===== config.mk =====
export PLATFORM = sky130hd
export DESIGN_NAME = alu_iterative
export DESIGN_NICKNAME = d
export VERILOG_FILES = /design/src/rtl/alu_iterative.sv
export SDC_FILE = /design/constraint.sdc
export NUM_CORES = 1
export LEC_CHECK = 0
export ABC_AREA = 1
export CORE_ASPECT_RATIO = 1.2
export CORE_UTILIZATION = 40
export DETAILED_ROUTE_END_ITERATION = 10
export PLACE_DENSITY = 0.7
export SYNTH_ARGS = -nofsm -noshare
export SYNTH_HDL_FRONTEND = slang
export SYNTH_SLANG_ARGS = --single-unit

===== constraint.sdc =====
create_clock -name clk_i -period 3.27 [get_ports clk_i]
set_input_delay 0.4905 -clock clk_i [delete_from_list [all_inputs] [get_ports clk_i]]
set_output_delay 0.4905 -clock clk_i [all_outputs]
set_load 0.005 [all_outputs]

===== src/rtl/alu_iterative.sv =====
// alu_iterative: execute-stage ALU driven by the 3-bit ALU control code.
// AND/OR/ADD/SUB (and illegal codes, which yield zero) complete on the
// sampling edge. MUL runs a radix-2 shift-add sequence of DATA_WIDTH edges.
// Ports:
//   clk_i      clock, all state on rising edge
//   rst_i      synchronous active-low reset
//   start_i    operation request, sampled only while idle
//   ALUCtrl_i  op code: 000 AND, 001 OR, 010 ADD, 110 SUB, 011 MUL
//   data1_i    operand A (multiplicand for MUL)
//   data2_i    operand B (multiplier for MUL)
//   data_o     registered result, held until the next completion
//   zero_o     registered (data_o == 0)
//   busy_o     high while a MUL is in progress
//   done_o     one-cycle pulse on the edge data_o updates
module alu_iterative #(
   parameter int unsigned DATA_WIDTH = 32,
   parameter int unsigned CNT_WIDTH  = 6
) (
   input  logic                  clk_i,
   input  logic                  rst_i,
   input  logic                  start_i,
   input  logic [2:0]            ALUCtrl_i,
   input  logic [DATA_WIDTH-1:0] data1_i,
   input  logic [DATA_WIDTH-1:0] data2_i,
   output logic [DATA_WIDTH-1:0] data_o,
   output logic                  zero_o,
   output logic                  busy_o,
   output logic                  done_o
);

   typedef enum logic {
      S_IDLE,
      S_MUL
   } state_e;

   localparam logic [2:0] OP_AND = 3'b000;
   localparam logic [2:0] OP_OR  = 3'b001;
   localparam logic [2:0] OP_ADD = 3'b010;
   localparam logic [2:0] OP_SUB = 3'b110;
   localparam logic [2:0] OP_MUL = 3'b011;

   localparam logic [CNT_WIDTH-1:0] LAST_ITER = CNT_WIDTH'(DATA_WIDTH - 1);

   state_e                state_q;
   logic [DATA_WIDTH-1:0] mcand_q;
   logic [DATA_WIDTH-1:0] mplier_q;
   logic [DATA_WIDTH-1:0] acc_q;
   logic [CNT_WIDTH-1:0]  cnt_q;
   logic [DATA_WIDTH-1:0] data_q;
   logic                  zero_q;
   logic                  busy_q;
   logic                  done_q;

   logic [DATA_WIDTH-1:0] alu_res_d;
   logic [DATA_WIDTH-1:0] acc_d;

   // Single-cycle result; illegal codes produce zero.
   always_comb begin
      alu_res_d = '0;
      case (ALUCtrl_i)
         OP_AND:  alu_res_d = data1_i & data2_i;
         OP_OR:   alu_res_d = data1_i | data2_i;
         OP_ADD:  alu_res_d = data1_i + data2_i;
         OP_SUB:  alu_res_d = data1_i - data2_i;
         default: alu_res_d = '0;
      endcase
   end

   // Accumulator value after the current shift-add iteration.
   always_comb begin
      acc_d = acc_q;
      if (mplier_q[0]) begin
         acc_d = acc_q + mcand_q;
      end
   end

   always_ff @(posedge clk_i) begin
      if (!rst_i) begin
         state_q  <= S_IDLE;
         mcand_q  <= '0;
         mplier_q <= '0;
         acc_q    <= '0;
         cnt_q    <= '0;
         data_q   <= '0;
         zero_q   <= 1'b1;
         busy_q   <= 1'b0;
         done_q   <= 1'b0;
      end else begin
         case (state_q)
            S_IDLE: begin
               done_q <= 1'b0;
               if (start_i) begin
                  if (ALUCtrl_i == OP_MUL) begin
                     mcand_q  <= data1_i;
                     mplier_q <= data2_i;
                     acc_q    <= '0;
                     cnt_q    <= '0;
                     busy_q   <= 1'b1;
                     state_q  <= S_MUL;
                  end else begin
                     data_q <= alu_res_d;
                     zero_q <= (alu_res_d == '0);
                     done_q <= 1'b1;
                  end
               end
            end
            S_MUL: begin
               done_q   <= 1'b0;
               acc_q    <= acc_d;
               mcand_q  <= mcand_q << 1;
               mplier_q <= mplier_q >> 1;
               cnt_q    <= cnt_q + CNT_WIDTH'(1);
               // Final iteration: publish the accumulator including this step.
               if (cnt_q == LAST_ITER) begin
                  data_q  <= acc_d;
                  zero_q  <= (acc_d == '0);
                  done_q  <= 1'b1;
                  busy_q  <= 1'b0;
                  state_q <= S_IDLE;
               end
            end
            default: begin
               state_q <= S_IDLE;
               busy_q  <= 1'b0;
               done_q  <= 1'b0;
            end
         endcase
      end
   end

   assign data_o = data_q;
   assign zero_o = zero_q;
   assign busy_o = busy_q;
   assign done_o = done_q;

endmodule


# Word-level counts from Yosys, hierarchy flattened

Index checks and enable logic that the tools add are counted.

Bits in registers: 138
Input port bits: 70
Word-level logic and storage cells: 65

$add $sub $neg: 4
Eq/ne operators: 9
Mux-type cells: 34
Bitwise logic cells: 3
Reduce and logical (&&, ||, !) cells: 6

Operators with widths:

| kind                                                                     | number |
|---|---|
| 32-bit 2-to-1 mux                                                        | 10 |
| 32-bit one-hot mux with 2 select lines                                   | 4 |
| 32-bit one-hot mux with 4 select lines                                   | 1 |
| 32-bit adder                                                             | 2 |
| 32-bit zero test                                                         | 2 |
| 32-bit AND                                                               | 1 |
| 32-bit bitwise OR                                                        | 1 |
| 32-bit subtractor                                                        | 1 |
| 1-bit 2-to-1 mux                                                         | 12 |
| 6-bit 2-to-1 mux                                                         | 2 |
| 6-bit one-hot mux with 2 select lines                                    | 1 |
| 1-bit one-hot mux with 2 select lines                                    | 4 |
| 6-bit by 1-bit adder with 6-bit output (second input constant)           | 1 |
| 3-bit by 2-bit equality test with 1-bit output (second input constant)   | 2 |
| 6-bit by 5-bit equality test with 1-bit output (second input constant)   | 1 |
| 2-bit inequality test (second input constant)                            | 3 |
| 3-bit AND reduction                                                      | 2 |
| 3-bit by 1-bit equality test with 1-bit output (second input constant)   | 1 |
| 3-bit equality test (second input constant)                              | 1 |
| 3-bit zero test                                                          | 1 |
| 2-bit by 1-bit inequality test with 1-bit output (second input constant) | 1 |
| 2-bit AND reduction                                                      | 1 |
| 1-bit inverter                                                           | 1 |

# Depth between registers and ports, before layout

Gate-level depths: netlist (run 1).

Depth after elaboration: 6
Mapped depth: 35
Gate-level depth less buffers: 35

# Worst setup path before layout (run 1)

OpenSTA, ideal clock, no wires.

Path type: in2reg
Start: input data2_i[0]
End: register zero_q, in the netlist zero_o
Arrival time: 3.391 ns
Path slack: -0.179 ns
Cell stages on the path: 33
Buffers on the path: 0
Cells stage by stage: inv_1 > ha_1 > inv_1 > nor3_1 > inv_1 > nor3_2 > inv_1 > nor2_4 > nand4_2 > nor4_2 > nand4_1 > nand2_1 > o21ai_1 > xnor2_1 > ha_1 > nand2_1 > nor3_1 > nand2_1 > inv_1 > nand2_1 > nand2_1 > inv_1 > nand2_1 > nand2_1 > nand3_1 > nand2_1 > nor2_1 > nand2_1 > nor2_1 > nand4_1 > nand2_1 > nand2_1 > nand2_1

Word-level cells in the longest chain between the ends: 6
Elaborated cells on any way between the ends: 9
Classes of those cells: add/sub (2); mux (4); bitwise (2); reduce/logical (1)

Ends and longest elaborated chain:

| item                                      | RTL line | text |
|---|---|---|
| start: declaration                        | 24       | `input logic [DATA_WIDTH-1:0] data2_i,` |
| 32-bit subtractor (tied with other cells) | 64       | `OP_SUB: alu_res_d = data1_i - data2_i;` |
| 32-bit one-hot mux with 4 select lines *  | 60       | `case (ALUCtrl_i)` |
| 32-bit zero test *                        | 102      | `zero_q <= (alu_res_d == '0);` |
| 1-bit 2-to-1 mux *                        | 93       | `if (ALUCtrl_i == OP_MUL) begin` |
| 1-bit 2-to-1 mux *                        | 92       | `if (start_i) begin` |
| 1-bit one-hot mux with 2 select lines *   | 89       | `case (state_q)` |
| end signal: assignment                    | 102      |  |
| end signal: assignment                    | 116      | `zero_q <= (acc_d == '0);` |
| end: declaration                          | 50       | `logic zero_q;` |

Every way passes the cells marked *; elsewhere a longest branch is shown, timed or not. The select of a mux whose other input is x is not followed.
A chain may end at the register's enable or synchronous reset.

# Worst setup path after layout (run 1)

Start: input data2_i[0]
End: register data_q[29], in the netlist data_o[29]

Word-level cells in the longest chain between the ends: 5
Elaborated cells on any way between the ends: 6
Classes of those cells: add/sub (2); mux (4)

Ends and longest elaborated chain:

| item                                                     | RTL line | text |
|---|---|---|
| 32-bit subtractor / 32-bit adder (equally long branches) | 64, 63   |  |
| 32-bit one-hot mux with 4 select lines *                 | 60       |  |
| 32-bit 2-to-1 mux *                                      | 93       |  |
| 32-bit 2-to-1 mux *                                      | 92       |  |
| 32-bit one-hot mux with 2 select lines *                 | 89       |  |
| end signal: assignment                                   | 101      | `data_q <= alu_res_d;` |
| end: declaration                                         | 49       | `logic [DATA_WIDTH-1:0] data_q;` |

Marked as above.

==> results of run 1 <==
## worst register-to-register path, stage by stage, from the launching register on
cell and delay, ps:
dfxtp_1 350, ha_1 290, fa_1 470, nand3_1 110, nand3_2 100, nand2_1 100
nand2_1 90, nand2_1 110, nand2_1 120, nand2_1 80, nand3_1 130, nand2_1 130
nand3_1 80, nor2_1 160, nand3_1 100, nor2_1 150, nand3_1 130, nand2_1 90
nand2_1 50, nand2_1 70
## area by class of cell
cell class                      instances  area [sq um]  area share
Clock inverter                         12           115     0.00671
Multi-Input combinational cell       1579          9280       0.540
Sequential cell                       138          2770       0.161
Inverter                              248           951      0.0554
Clock buffer                           20           447      0.0260
Tap cell                              390           488      0.0284
Timing Repair Buffer                  364          3120       0.182
## registers in the layout (all words and copies together) (netlist names)
signal	flops
mcand_q	32
mplier_q	32
busy_o	1
state_q	1
data_o	32
cnt_q	6
done_o	1
zero_o	1
acc_q	32
## layer usage
layer,routed length [microns],global-route usage,vias to the layer above
li1,-,-,7273
met1,20400,0.374,6893
met2,22700,0.521,503
met3,2120,0.0258,125
met4,2340,0.139,0
met5,0,0,-
## metrics by stage
step | hold WS, ps | power [mW] | setup slack, ps
floorplan | 437 | 2.63 | -82.1
finish | 422 | 5.77 | -444
global placement | 449 | 3.46 | -1420
CTS | 420 | 5.49 | -547
global route | 449 | 6.02 | -655
detailed placement | 458 | 3.46 | -1420
## timing repair
action / 4_1_cts / 5_1_grt
resized for setup: 121 / 264
buffers inserted: 25 / 21
pin swaps: 57 / 152
gates cloned: 0 / 0
endpoints found under the setup margin: 24 / 29
## power by group through the flow
stage / Clock, mW / Sequential [mW] / Combinational, mW
after floorplan: 0 / 1.81 / 0.826
after global placement: 0 / 1.83 / 1.63
after detailed placement: 0 / 1.83 / 1.64
after CTS: 1.93 / 1.79 / 1.77
after global routing: 2.00 / 1.79 / 2.23
final: 1.91 / 1.79 / 2.07
## worst paths after layout
| kind | from | end | cells past startpoint |
|---|---|---|---|
| min reg2reg | mplier_q[19]$_SDFFE_PN0P_ | mplier_q[19]$_SDFFE_PN0P_ | 2 |
| min | data2_i[12] | mplier_q[12]$_SDFFE_PN0P_ | 3 |
| max | data2_i[0] | data_o[29]$_SDFFE_PN0P_ | 29 |
| max reg2reg | mcand_q[0]$_SDFFE_PN0P_ | zero_o$_SDFFE_PN1P_ | 19 |
## cells by family (layout without fill, tap and decap cells)
group / count (synthesis) / after routing / share of synthesized area
buffers and inverters: 319 / 644 / 0.102
AND/OR/NAND/NOR: 1120 / 1120 / 0.395
AO/OA/AOI/OAI: 337 / 337 / 0.161
adder cells (fa/ha/maj): 87 / 87 / 0.0873
multiplexers: 1 / 1 / 0.000827
flip-flops: 138 / 138 / 0.228
XOR/XNOR: 34 / 34 / 0.0246
## synth_stat cells, types with 2 or more instances
master | number | share of area
dfxtp_1 | 138 | 0.23
buf_2 | 19 | 0.0079
nor2_4 | 6 | 0.0056
nand2_1 | 703 | 0.22
nor2_2 | 13 | 0.0067
nand2_2 | 20 | 0.010
maj3_1 | 19 | 0.016
inv_1 | 232 | 0.072
xnor2_1 | 12 | 0.0087
nor3_1 | 16 | 0.0066
nor3_2 | 5 | 0.0041
a31oi_1 | 46 | 0.024
nand3b_1 | 10 | 0.0062
ha_1 | 66 | 0.068
a21oi_1 | 151 | 0.062
or2_1 | 5 | 0.0026
or2_2 | 15 | 0.0078
nand4_1 | 21 | 0.011
inv_2 | 12 | 0.0037
o22ai_1 | 2 | 0.0010
clkbuf_1 | 42 | 0.013
o21a_1 | 2 | 0.0012
o211ai_1 | 16 | 0.0099
nor4_1 | 4 | 0.0021
o21ai_0 | 57 | 0.024
a22oi_1 | 31 | 0.019
clkinv_1 | 4 | 0.0012
nor2_1 | 140 | 0.043
nand3_1 | 153 | 0.063
o31ai_1 | 3 | 0.0019
o21bai_1 | 12 | 0.0074
fa_1 | 2 | 0.0033
buf_6 | 2 | 0.0019
o21ai_1 | 7 | 0.0029
a21o_1 | 3 | 0.0019
buf_1 | 7 | 0.0022
xor2_1 | 22 | 0.016
nand3_2 | 5 | 0.0041
==> flow_summary.json, run 1 <==
{
  "drt-pass1-iter-count": 5,
  "antenna_left": 0,
  "syn-mean-instance-area_sq_um": 5.94,
  "p_sw_mw": 2.02,
  "holdBufCountCts": 0,
  "wire_per_inst_microns": 17.3,
  "p_per_area_nw_per_um2": 336,
  "violations": "negative setup slack",
  "async_reset_ff_frac": 0,
  "finalSetupViolCount": 16,
  "slew_viol_final": 0,
  "cp_slowest_stage_delay_ps": 320,
  "antenna_cells": 0,
  "die-area_sq_um": 31000,
  "nNetsFinal": 2486,
  "min_period_ps": 3710,
  "layout_commonest_cell": "nand2_1",
  "clk_pin_slew_ps": 70,
  "start_util": 0.407,
  "stdcell_count": 2751,
  "synth_seq_cells": 138,
  "crit_slowest_cell": "ha_1",
  "ys_seq_area_frac": 0.228,
  "numClockSinks": 138,
  "mappedNetlistArea_sq_um": 12100,
  "synth_nets": 2174,
  "cp_common_cell": "a21oi_2",
  "fin_skew_ps": 13.8,
  "antenna_found_initial": 0,
  "synth_flop_cell": "dfxtp_1",
  "routed_wl_microns": 47500,
  "min_path_type": "primary input to flop",
  "critPathKind": "primary input to flop",
  "crit_family": "simple AND/OR/NAND/NOR gates",
  "path_buf_inv": 8,
  "grt_pass1_wl_microns": 72300,
  "slew_headroom": 0.299,
  "via_per_inst": 5.38,
  "min_period_over_period": 1.14,
  "synth_enable_flop_cells": 0,
  "p_sw_frac": 0.351,
  "place_area_sq_um": 15100,
  "rsz0062_at_grt": "yes",
  "rows": 69,
  "post-route-util": 0.578,
  "mostFrequentLayoutCells": "nand2_1 (604), buf_4 (235), inv_1 (202)",
  "drtIter0Drc": 1153,
  "area_growth_pct": 41.9,
  "grt_use_total": 0.299,
  "drive_gt1_frac": 0.266,
  "maxCapViolCount": 0,
  "coreArea_sq_um": 29700,
  "cts_max_level": 4,
  "dpl.hpwl_microns": 36600,
  "yosys_warnings": 0,
  "ir_worst_vdd_v": 0.000385,
  "leakagePower_nw": 7.98,
  "pwr-share-comb": 0.358,
  "r2r_setup_slack_ps": 320,
  "cts-root-buf": "clkbuf_16",
  "intPower_mw": 3.74,
  "die_h_microns": 193,
  "grt_max_degree": 62,
  "crit_required_ps": 3580,
  "hold_violations": 0,
  "arrival_ps": 4030,
  "vias": 14794,
  "placedCellCount": 2685,
  "status": "finished, violations left",
  "max_clock_freq_mhz": 269,
  "overflow": 0,
  "port_buffers": 104,
  "end_kind": "flop",
  "clock_tree.buffer_depth": 2,
  "numCtsBuffers": 17,
  "synthCells": 2036,
  "worst_pin_slew_ps": 1050,
  "pwr-share-seq": 0.311,
  "final_area_sq_um": 17200,
  "clockPowerShare": 0.331,
  "synth.distinct_cells": 51,
  "worst_slack_ps": -444,
  "worstSetupStartpointType": "primary input",
  "drcViolationCount": 0,
  "grt_pass1_vias": 13877,
  "final.setup.tns_ps": -3430,
  "io_pins": 105,
  "worst_skew_pair.late_latency_ps": 440,
  "path_max_fanout": 4,
  "fill_cells": 2941,
  "cts_tree": "done",
  "gp_congestion": 0.951,
  "die-width_microns": 161
}
Power figures use the tool's default switching activity.
==> run 2: changes to the inputs <==
--- a/config.mk
+++ b/config.mk
@@ -7,9 +7,9 @@
 export LEC_CHECK = 0
 export ABC_AREA = 1
 export CORE_ASPECT_RATIO = 1.2
-export CORE_UTILIZATION = 40
+export CORE_UTILIZATION = 35
 export DETAILED_ROUTE_END_ITERATION = 10
-export PLACE_DENSITY = 0.7
+export PLACE_DENSITY = 0.64
 export SYNTH_ARGS = -nofsm -noshare
 export SYNTH_HDL_FRONTEND = slang
 export SYNTH_SLANG_ARGS = --single-unit
==> run 2 against run 1 <==
- the run still ends with negative setup slack left
- first-iteration DRC count decreased by 18%
- global-route usage is 2.8 points lower
- fmax rose by 5.0%
- critical endpoint is now data_o[30]$_SDFFE_PN0P_
==> flow_summary.json, run 2 (synthesis gave the netlist of run 1 again) <==
{
  "slew_viol_final": 0,
  "clock_tree.buffer_depth": 2,
  "holdBufCountCts": 0,
  "antenna_cells": 0,
  "antenna_found_initial": 0,
  "critPathKind": "primary input to flop",
  "port_buffers": 104,
  "crit_family": "buffers and inverters",
  "hold_start": "mplier_q[8]$_SDFFE_PN0P_",
  "worst_skew_pair.late_latency_ps": 460,
  "leakagePower_nw": 7.84,
  "die-area_sq_um": 35300,
  "reg2reg_from": "mcand_q[0]$_SDFFE_PN0P_",
  "numCtsBuffers": 17,
  "io_pins": 105,
  "cp_slowest_stage_delay_ps": 210,
  "cts_max_level": 4,
  "cp_common_cell": "buf_4",
  "mostFrequentLayoutCells": "nand2_1 (644), buf_4 (256), inv_1 (215)",
  "die_h_microns": 206,
  "drcViolationCount": 0,
  "arrival_ps": 3880,
  "rsz0062_at_grt": "yes",
  "r2r_setup_slack_ps": 270,
  "gp_congestion": 0.948,
  "crit_start": "data2_i[1]",
  "overflow": 0,
  "cts-root-buf": "clkbuf_16",
  "fin_skew_ps": 11.9,
  "min_period_ps": 3540,
  "drtIter0Drc": 944,
  "min_delay_path_depth": 2,
  "path_buf_inv": 16,
  "grt_pass1_wl_microns": 73800,
  "ir_worst_vdd_v": 0.000268,
  "coreArea_sq_um": 34100,
  "via_per_inst": 5.11,
  "place_area_sq_um": 15200,
  "hold_violations": 0,
  "worst_slack_ps": -267,
  "routed_wl_microns": 47100,
  "nNetsFinal": 2495,
  "timing.rr.end": "zero_o$_SDFFE_PN1P_",
  "crit_slowest_cell": "fa_2",
  "drive_gt1_frac": 0.238,
  "end_kind": "flop",
  "grt_use_total": 0.272,
  "reg2reg_depth": 19,
  "maxCapViolCount": 0,
  "worst_pin_slew_ps": 1090,
  "rows": 74,
  "antenna_left": 0,
  "wire_per_inst_microns": 16.7,
  "slew_headroom": 0.273,
  "dpl.hpwl_microns": 36900,
  "grt_pass1_vias": 14050,
  "worstSetupStartpointType": "primary input",
  "grt_max_degree": 66,
  "violations": "negative setup slack",
  "finalSetupViolCount": 15,
  "drt-pass1-iter-count": 5,
  "max_clock_freq_mhz": 283,
  "min_path_type": "flop to flop",
  "final_area_sq_um": 17000,
  "min_period_over_period": 1.08,
  "holdPathEnd": "mplier_q[8]$_SDFFE_PN0P_",
  "path_max_fanout": 4,
  "p_per_area_nw_per_um2": 340,
  "area_growth_pct": 40.2,
  "numClockSinks": 138,
  "crit_required_ps": 3610,
  "clk_pin_slew_ps": 60,
  "cts_tree": "done",
  "vias": 14437,
  "pre_cts_ws_ps": -1380,
  "start_util": 0.355,
  "status": "finished, violations left",
  "die-width_microns": 172,
  "layout_commonest_cell": "nand2_1"
}
run 2: changes by cell type in the layout (fill, tap and decap cells not counted), moves of 5 or more:
cell / delta
a21oi_1: +8
inv_2: -10
buf_6: -16
nand2_1: +40
inv_1: +13
nor2_2: -7
nand2_4: -22
nor2_1: +9
a21oi_2: -5
buf_4: +21
nand2_2: -19
run 2: worst max-delay path by stage:
| stage | endpoint | slack, ps | depth (start not counted) |
|---|---|---|---|
| finish | data_o[30]$_SDFFE_PN0P_ | -270 | 31 |
| global route | zero_o$_SDFFE_PN1P_ | -550 | 31 |
| CTS | zero_o$_SDFFE_PN1P_ | -500 | 34 |
| detailed placement | zero_o$_SDFFE_PN1P_ | -1380 | 29 |
| global placement | data_o[29]$_SDFFE_PN0P_ | -1280 | 29 |
| floorplan | zero_o$_SDFFE_PN1P_ | -80 | 33 |
run 2: tightest hold or removal path: cells and delay by family, from the launching register on:
kind	cells	cell delay (ps)
DFF	1	310
and+or+nand+nor	1	60
AOI/OAI and AO/OA	1	50
run 2: routing by layer:
| metal | vias up | GRT usage | share of wire |
|---|---|---|---|
| met2 | 359 | 0.466 | 0.48 |
| met5 | - | 0 | 0 |
| met3 | 87 | 0.0281 | 0.039 |
| met1 | 6716 | 0.339 | 0.44 |
| li1 | 7275 | - | - |
| met4 | 0 | 0.127 | 0.042 |
run 2: per-stage QoR:
stage / power, mW / hold WS [ps] / util / cells / setup TNS (ps)
3_5_place_dp: 3.49 / 455 / 0.447 / 2757 / -25310
2_1_floorplan: 2.63 / 437 / - / 2036 / -82.1
5_1_grt: 6.04 / 479 / 0.498 / 2826 / -5880
6_report: 5.77 / 467 / 0.498 / 2826 / -2070
4_1_cts: 5.61 / 450 / 0.479 / 2815 / -4790
3_3_place_gp: 3.48 / 452 / 0.447 / 2757 / -22680
run 2: final cells by class:
| type | instances | area [sq um] |
|---|---|---|
| fill | 3583 | 17100 |
| multi-input combinational | 1579 | 8910 |
| clock inverter | 14 | 158 |
| inverter | 248 | 943 |
| sequential | 138 | 2770 |
| timing repair buffer | 373 | 3180 |
| clock buffer | 18 | 439 |
| tap | 456 | 571 |
run 2: power by group:
| group | switching (mW) | leakage, nW | internal (mW) |
|---|---|---|---|
| sequential | 0.0474 | 1.12 | 1.74 |
| combinational | 1.07 | 6.43 | 0.891 |
| clock | 0.867 | 0.290 | 1.16 |
| total | 1.98 | 7.84 | 3.79 |
run 2: timing repair:
| item | CTS | global route |
|---|---|---|
| gates cloned | 0 | 0 |
| resized for setup | 94 | 163 |
| endpoints found under the hold margin | 0 | 0 |
| pin swaps | 42 | 74 |
| setup buffers | 26 | 13 |
| endpoints found under the setup margin | 25 | 27 |
==> run 3: changes to the inputs <==
--- a/config.mk
+++ b/config.mk
@@ -8,6 +8,7 @@
 export ABC_AREA = 1
 export CORE_ASPECT_RATIO = 1.2
 export CORE_UTILIZATION = 35
+export CTS_CLUSTER_SIZE = 25
 export DETAILED_ROUTE_END_ITERATION = 10
 export PLACE_DENSITY = 0.64
 export SYNTH_ARGS = -nofsm -noshare
==> results of run 3 <==
No change in the layout: final DEF, timing and power equal those of run 2.
